[src/rtl/draw_cmd_writer.sv]
// Painter command-queue producer: turns one rectangle-fill or buffer-swap request
// into per-line two-word span records, stalling on queue back-pressure.
module draw_cmd_writer #(
  parameter int unsigned LINES  = 120,
  parameter int unsigned COLS   = 160,
  parameter int unsigned LINE_W = 7,
  parameter int unsigned COL_W  = 8
) (
  input  logic              clk,
  input  logic              reset,
  input  logic              req_valid,
  output logic              req_ready,
  input  logic              req_swap,
  input  logic [LINE_W-1:0] req_top,
  input  logic [LINE_W-1:0] req_bottom,
  input  logic [COL_W-1:0]  req_left,
  input  logic [COL_W-1:0]  req_right,
  input  logic [2:0]        req_color,
  output logic              q_we,
  output logic [15:0]       q_data,
  input  logic              q_full,
  output logic              busy,
  output logic              cmd_done,
  output logic              cmd_drop,
  output logic [15:0]       span_count
);

  localparam logic [LINE_W-1:0] LAST_LINE  = LINE_W'(LINES - 1);
  localparam logic [COL_W-1:0]  LAST_COL   = COL_W'(COLS - 1);
  localparam logic [15:0]       SWAP_WORD0 = 16'h0000;
  localparam logic [15:0]       SWAP_WORD1 = 16'h0008;

  typedef enum logic [1:0] {IDLE, WORD0, WORD1} state_t;

  state_t            state, next_state;
  logic [LINE_W-1:0] cur_line, next_line;
  logic [LINE_W-1:0] bottom_q, next_bottom;
  logic [COL_W-1:0]  left_q, next_left;
  logic [COL_W-1:0]  right_q, next_right;
  logic [2:0]        color_q, next_color;
  logic              swap_q, next_swap;
  logic [15:0]       next_data;
  logic [15:0]       next_count;
  logic              next_done, next_drop, next_ready;
  logic [LINE_W-1:0] bottom_clip, line_inc;
  logic [COL_W-1:0]  right_clip;

  // Write strobe follows q_full combinationally so a full queue never sees a write
  assign q_we = ((state == WORD0) || (state == WORD1)) && !q_full;

  // Next-state, datapath and registered-output computation
  always_comb begin
    next_state  = state;
    next_line   = cur_line;
    next_bottom = bottom_q;
    next_left   = left_q;
    next_right  = right_q;
    next_color  = color_q;
    next_swap   = swap_q;
    next_data   = q_data;
    next_count  = span_count;
    next_done   = 1'b0;
    next_drop   = 1'b0;
    bottom_clip = (req_bottom > LAST_LINE) ? LAST_LINE : req_bottom;
    right_clip  = (req_right > LAST_COL) ? LAST_COL : req_right;
    line_inc    = LINE_W'(cur_line + LINE_W'(1));

    case (state)
      IDLE: begin
        if (req_valid) begin
          if (req_swap) begin
            next_swap  = 1'b1;
            next_data  = SWAP_WORD0;
            next_state = WORD0;
          end else if ((req_top > bottom_clip) || (req_left > right_clip)) begin
            next_drop = 1'b1;
          end else begin
            next_swap   = 1'b0;
            next_line   = req_top;
            next_bottom = bottom_clip;
            next_left   = req_left;
            next_right  = right_clip;
            next_color  = req_color;
            next_data   = {1'b1, 7'(req_top), 8'(req_left)};
            next_state  = WORD0;
          end
        end
      end
      WORD0: begin
        if (!q_full) begin
          next_state = WORD1;
          next_data  = swap_q ? SWAP_WORD1 : {8'(right_q), 4'b0000, 1'b0, color_q};
        end
      end
      WORD1: begin
        if (!q_full) begin
          if (!swap_q) next_count = span_count + 16'd1;
          if (swap_q || (cur_line == bottom_q)) begin
            next_state = IDLE;
            next_done  = 1'b1;
          end else begin
            next_line  = line_inc;
            next_data  = {1'b1, 7'(line_inc), 8'(left_q)};
            next_state = WORD0;
          end
        end
      end
      default: next_state = IDLE;
    endcase

    next_ready = (next_state == IDLE);
  end

  // State and output registers
  always_ff @(posedge clk) begin
    if (reset) begin
      state      <= IDLE;
      cur_line   <= '0;
      bottom_q   <= '0;
      left_q     <= '0;
      right_q    <= '0;
      color_q    <= '0;
      swap_q     <= 1'b0;
      q_data     <= 16'h0000;
      span_count <= 16'h0000;
      cmd_done   <= 1'b0;
      cmd_drop   <= 1'b0;
      req_ready  <= 1'b1;
      busy       <= 1'b0;
    end else begin
      state      <= next_state;
      cur_line   <= next_line;
      bottom_q   <= next_bottom;
      left_q     <= next_left;
      right_q    <= next_right;
      color_q    <= next_color;
      swap_q     <= next_swap;
      q_data     <= next_data;
      span_count <= next_count;
      cmd_done   <= next_done;
      cmd_drop   <= next_drop;
      req_ready  <= next_ready;
      busy       <= !next_ready;
    end
  end

endmodule

[config.mk]
export PLATFORM = sky130hd
export DESIGN_NAME = draw_cmd_writer
export DESIGN_NICKNAME = d
export VERILOG_FILES = /design/src/rtl/draw_cmd_writer.sv
export SDC_FILE = /design/constraint.sdc
export NUM_CORES = 1
export LEC_CHECK = 0
export ABC_AREA = 1
export BUFFER_PORTS_ARGS = -buffer_cell sky130_fd_sc_hd__clkbuf_2
export CAP_MARGIN = 20
export CORE_ASPECT_RATIO = 1.4
export CORE_MARGIN = 2
export CORE_UTILIZATION = 45
export DETAILED_ROUTE_END_ITERATION = 8
export PLACE_DENSITY = 0.67
export SLEW_MARGIN = 20
export SYNTH_ARGS = -nofsm -noshare
export SYNTH_HDL_FRONTEND = slang
export SYNTH_SLANG_ARGS = --single-unit
export TNS_END_PERCENT = 10
[constraint.sdc]
create_clock -name clk -period 2.7 [get_ports clk]
set_clock_uncertainty 0.2 [all_clocks]
set_input_delay 0 -clock clk [delete_from_list [all_inputs] [get_ports clk]]
set_output_delay 0 -clock clk [all_outputs]
set_load 0.03 [all_outputs]
Word level (Yosys, flattened, before mapping)
Cells that the tools add are included.
W data, S select, Z words.
{"block": "word_totals", "register_bits": 72, "inputBits": 38, "output_inout_bits": 37, "word_cells": 81}
{"block": "op_classes", "add_sub_neg": 2, "magnitude_cmp": 4, "eq_ne": 11, "mux": 27, "n_bitwise": 7, "n_reduce_logical": 17}
{"operator": "$mux W16", "n": 7}
{"operator": "$pmux W16 S3", "n": 1}
{"operator": "$mux W7", "n": 6}
{"operator": "$add A16 B1 Y16 const B", "n": 1}
{"operator": "$ne A2 B2 Y1 const B", "n": 7}
{"operator": "$pmux W7 S2", "n": 1}
{"operator": "$reduce_and A6 Y1", "n": 2}
{"operator": "$mux W2", "n": 5}
{"operator": "$gt A8 B8 Y1", "n": 1}
{"operator": "$gt A8 B8 Y1 const B", "n": 1}
{"operator": "$mux W8", "n": 1}
{"operator": "$add A7 B1 Y7 const B", "n": 1}
{"operator": "$eq A7 B7 Y1", "n": 1}
{"operator": "$gt A7 B7 Y1", "n": 1}
{"operator": "$gt A7 B7 Y1 const B", "n": 1}
{"operator": "$not A1 Y1", "n": 7}
{"operator": "$pmux W2 S3", "n": 1}
{"operator": "$reduce_and A3 Y1", "n": 2}
{"operator": "$mux W1", "n": 5}
{"operator": "$logic_not A2 Y1", "n": 2}
{"operator": "$reduce_and A4 Y1", "n": 1}
{"operator": "$reduce_or A4 Y1", "n": 1}
{"operator": "$logic_or A1 B1 Y1", "n": 3}
{"operator": "$ne A3 B3 Y1 const B", "n": 1}
{"operator": "other kinds (7)", "n": 8}

Longest topological paths before layout
{"block": "depth", "word_depth": 10, "mapped_depth": 22}

Worst setup path before layout
No wires, ideal clock.
{"block": "synth_timing", "kind": "input to register", "from": "input port req_right[6]", "to": "register q_data[0]", "arrival_ns": 1.872, "required_ns": 2.390, "slack_ns": 0.518, "cell_stages": 17, "n_path_buf": 1, "path_cell_list": "o21ai_0 > inv_1 > or2_2 > ha_1 > inv_1 > a21oi_1 > o21ai_0 > nand2_1 > o211ai_1 > o21ai_0 > nand2_1 > nand3_4 > nand3_4 > buf_6 > nand2_1 > inv_1 > nor2_1"}
{"block": "synth_between", "elab_chain_cells": 6}
{"item": "from (decl)", "line": "17", "text": "input logic [COL_W-1:0] req_right,"}
{"item": "$gt A8 B8 Y1", "line": "65", "text": "right_clip = (req_right > LAST_COL) ? LAST_COL : req_right;"}
{"item": "$mux W8", "line": "65"}
{"item": "via right_clip[0]", "line": "46", "text": "logic [COL_W-1:0] right_clip;"}
{"item": "$gt A8 B8 Y1", "line": "75", "text": "end else if ((req_top > bottom_clip) || (req_left > right_clip)) begin"}
{"item": "$logic_or A1 B1 Y1", "line": "75"}
{"item": "$ne A3 B3 Y1 (no line)"}
{"item": "$reduce_and A6 Y1 (no line)"}
{"item": "to (signal assigned)", "line": "138", "text": "q_data <= next_data;"}
{"item": "to (decl)", "line": "20", "text": "output logic [15:0] q_data,"}
The timed path passes the listed nets, and every way through them passes these cells.
A chain may end at the register's enable or synchronous reset.

Worst setup path after layout
{"block": "layout_timing", "from": "register state[0]", "to": "register right_q[6]"}
{"block": "layout_between", "elab_chain_cells": 2}
{"item": "from (decl)", "line": "35", "text": "state_t state, next_state;"}
{"item": "from (signal assigned)", "line": "131", "text": "state <= next_state;"}
{"item": "$logic_not A2 Y1", "line": "68", "text": "case (state)"}
{"item": "$reduce_and A4 Y1 (no line)"}
{"item": "to (signal assigned)", "line": "135", "text": "right_q <= next_right;"}
{"item": "to (decl)", "line": "39", "text": "logic [COL_W-1:0] right_q, next_right;"}
No other way between the ends.

==> impl_metrics.env <==
export IMPL_setup_viol=0
export IMPL_syn_area_per_cell_um2=6.83
export IMPL_ys_seq_area_frac=0.362
export IMPL_swShare=0.319
export IMPL_required_ns=2.75
export IMPL_track_usage=0.231
export IMPL_min_period_ns=2.49
export IMPL_r2r_end="right_q[6]"
export IMPL_start_util=0.462
export IMPL_r2r_start="state[0]"
export IMPL_wl_met2_mm=5.70
export IMPL_path_class="flip-flop to flip-flop"
export IMPL_report_final_hold_viol_count=0
export IMPL_cts_path_max_buffers=2
export IMPL_min_to="right_q[2]"
export IMPL_pwr_share_clk=0.345
export IMPL_ys_warn_count=0
export IMPL_combinationalPowerShare=0.264
export IMPL_max_cap_violations=0
export IMPL_drt_first_pass_iters=5
export IMPL_power_internal_mw=2.13
export IMPL_gp_congestion=0.940
export IMPL_synth_area_um2=3980
export IMPL_status="finished, final reports clean"
export IMPL_netlist_instances=583
export IMPL_wirelength_mm=10.9
export IMPL_final_antenna_net_count=0
export IMPL_cts_htree_levels=3
export IMPL_cts_buffers=9
export IMPL_irDropWorstVdd_uv=433
export IMPL_clkSinkCount=72
export IMPL_drt_iter0_drc=183
export IMPL_maxSlewViolCount=0
export IMPL_grt_max_degree=45
export IMPL_worstMarginPinSlew_ns=0.539
export IMPL_p_total_mw=3.12
export IMPL_slew_limit_headroom=0.639
export IMPL_seq_power_share=0.391
export IMPL_dieArea_um2=9620
export IMPL_p_switching_uw=997
export IMPL_final_nets=757
export IMPL_fmax_ghz=0.401
export IMPL_fp_dieW_um=83.5
export IMPL_clockRootBuffer="clkbuf_16"
export IMPL_viasPerCell=5.11
export IMPL_arrival_ns=2.54
export IMPL_highest_layer="met4"
export IMPL_first_global_vias=3961
export IMPL_holdPathStages=5
export IMPL_wl_met3_um=494
export IMPL_antenna_found_initial=0
export IMPL_fp_dieH_um=115
export IMPL_p_per_area_nw_per_um2=599
export IMPL_grt_overflow=0
export IMPL_syn_to_final_growth_pct=30.9
export IMPL_syn_nets=641
export IMPL_wl_met1_mm=4.37
export IMPL_post_drt_wl_per_cell_um=13.5
export IMPL_finalSetupTns_ns=0
export IMPL_io_buffers=74
export IMPL_cts_tree="built"
export IMPL_clkLatencyLatePin_ns=0.33
export IMPL_post_route_period_util=0.923
export IMPL_vias=4127
export IMPL_n_antenna_cell=0
export IMPL_io_pin_count=75
export IMPL_end_kind="flip-flop"
export IMPL_cts_clk_slew_worst_paths_ns=0.05
export IMPL_hold_start="req_right[5]"
export IMPL_fp_row_count=40
export IMPL_grt_first_pass_wirelength_mm=17.9
export IMPL_yosysUniqueCellTypes=37
export IMPL_cp_max_fo=13
export IMPL_rsz0062_at_grt="true"
export IMPL_yosys_register_bits=72
export IMPL_fp_coreArea_um2=8610
export IMPL_drc=0
export IMPL_drive_above_1_share=0.166
export IMPL_p_leak_nw=2.50
export IMPL_fillers=806
export IMPL_r2r_setup_slack_ns=0.21
export IMPL_hp_class="input pin to flip-flop"
export IMPL_ff2ff_path_depth=10
export IMPL_cp_start_kind="flip-flop"
export IMPL_hpwl_mm=7.86
## how the worst max path moves through the flow
stage	start	endpoint	depth (start not counted)	slack (ns)
finish	state[0]	right_q[6]	10	0.21
global route	state[0]	right_q[6]	10	-0.1
CTS	req_right[1]	color_q[2]	14	0.02
detailed placement	req_right[6]	q_data[14]	17	0.05
global placement	req_right[6]	q_data[3]	17	0.12
floorplan	req_right[6]	q_data[0]	17	0.52
## power groups by stage
stage / clock network, mW / logic [mW] / registers (mW)
CTS: 1.10 / 0.807 / 1.22
detailed placement: 0 / 0.754 / 1.24
global route: 1.14 / 0.927 / 1.23
floorplan: 0 / 0.461 / 1.33
global placement: 0 / 0.742 / 1.24
finish: 1.08 / 0.825 / 1.22
## layer usage
layer / track usage / vias up
li1: - / 2120
met1: 0.242 / 1854
met2: 0.432 / 124
met3: 0.0488 / 29
met4: 0.127 / 0
met5: 0 / -
## layout make-up
class | instances | area (µm²) | area share
multi-input combinational | 381 | 2070 | 0.397
sequential | 72 | 1440 | 0.277
timing repair buffer | 125 | 887 | 0.170
inverter | 110 | 417 | 0.0800
clock buffer | 15 | 268 | 0.0514
tap | 105 | 131 | 0.0252
## repair_timing
action,CTS,global route
endpoints found under the setup margin,0,23
gates resized for setup,0,14
hold endpoints to repair,51,0
setup buffers,0,3
hold buffers,41,0
## critical path, stage by stage, from the launching register on
cell,delay (ns)
dfxtp_1,0.34
inv_1,0.10
ha_1,0.35
inv_1,0.10
nor3_1,0.43
nand3_4,0.15
buf_4,0.16
buf_4,0.18
nor2_1,0.20
nand3_1,0.11
o21ai_0,0.09
## cells in the final DEF (no fill, tap or decap), types with 3 or more instances in the layout
master         Yosys  layout
clkbuf_1          12       4
dfxtp_1           72      72
a21oi_1           47      47
nand2_2            2       3
a221oi_1           4       4
clkbuf_16          0       9
o22ai_1            3       3
nand2_1          103     101
nand4_1           21      21
nand3_1           20      19
or2_2              3       3
dlygate4sd3_1      0      38
xor2_1             7       7
o21ai_0           54      53
buf_4              1       8
inv_1            109     108
nor3_1             7       7
nand3_4            2       3
ha_1              20      19
clkbuf_2           0      74
nor2_1            65      63
and3_1             3       3
## synth_stat cells
| cell | count | area, µm² |
|---|---|---|
| a211oi_1 | 1 | 7.51 |
| a21oi_1 | 47 | 235 |
| a221oi_1 | 4 | 35.0 |
| a22oi_1 | 2 | 15.0 |
| a31oi_1 | 1 | 6.26 |
| and3_1 | 3 | 18.8 |
| buf_1 | 1 | 3.75 |
| buf_2 | 5 | 25.0 |
| buf_4 | 1 | 7.51 |
| buf_6 | 1 | 11.3 |
| clkbuf_1 | 12 | 45.0 |
| clkinv_1 | 1 | 3.75 |
| dfxtp_1 | 72 | 1440 |
| ha_1 | 20 | 250 |
| inv_1 | 109 | 409 |
| nand2_1 | 103 | 387 |
| nand2_2 | 2 | 12.5 |
| nand3_1 | 20 | 100 |
| nand3_2 | 2 | 20.0 |
| nand3_4 | 2 | 35.0 |
| nand4_1 | 21 | 131 |
| nand4_2 | 1 | 12.5 |
| nor2_1 | 65 | 244 |
| nor3_1 | 7 | 35.0 |
| nor3_2 | 2 | 20.0 |
| nor3b_1 | 2 | 15.0 |
| nor4_1 | 1 | 6.26 |
| nor4_4 | 1 | 21.3 |
| o211ai_1 | 2 | 15.0 |
| o21a_1 | 1 | 7.51 |
| o21ai_0 | 54 | 270 |
| o21bai_1 | 1 | 7.51 |
| o221ai_1 | 2 | 17.5 |
| o22ai_1 | 3 | 18.8 |
| or2_2 | 3 | 18.8 |
| xnor2_1 | 1 | 8.76 |
| xor2_1 | 7 | 61.3 |
## metrics by stage
stage	setup slack (ns)	instance area, µm²	std cells	util	hold slack, ns
final	0.208	5210	808	0.605	0.0254
after floorplan	0.518	3980	583	-	-0.122
after detailed placement	0.0544	4470	750	0.520	0.0432
after global placement	0.121	4470	750	0.520	0.0318
after CTS	0.0155	5150	806	0.599	0.0124
after global routing	-0.0961	5210	808	0.605	0.0525
## state kept, by name (all words and copies together) (netlist names)
signal,count
right_q,8
left_q,8
state,2
color_q,3
q_data,16
cur_line,7
req_ready,1
bottom_q,7
swap_q,1
cmd_drop,1
span_count,16
cmd_done,1
busy,1
## cells by family after synthesis
group | Yosys count | synth area share
AOI/OAI and AO/OA | 118 | 0.160
adders and majority gates | 20 | 0.0629
buffers and inverters | 130 | 0.127
xor gates and xnor gates | 8 | 0.0176
and+or+nand+nor | 235 | 0.271
DFF | 72 | 0.362
No activity file was read; power rests on OpenSTA's default activity.
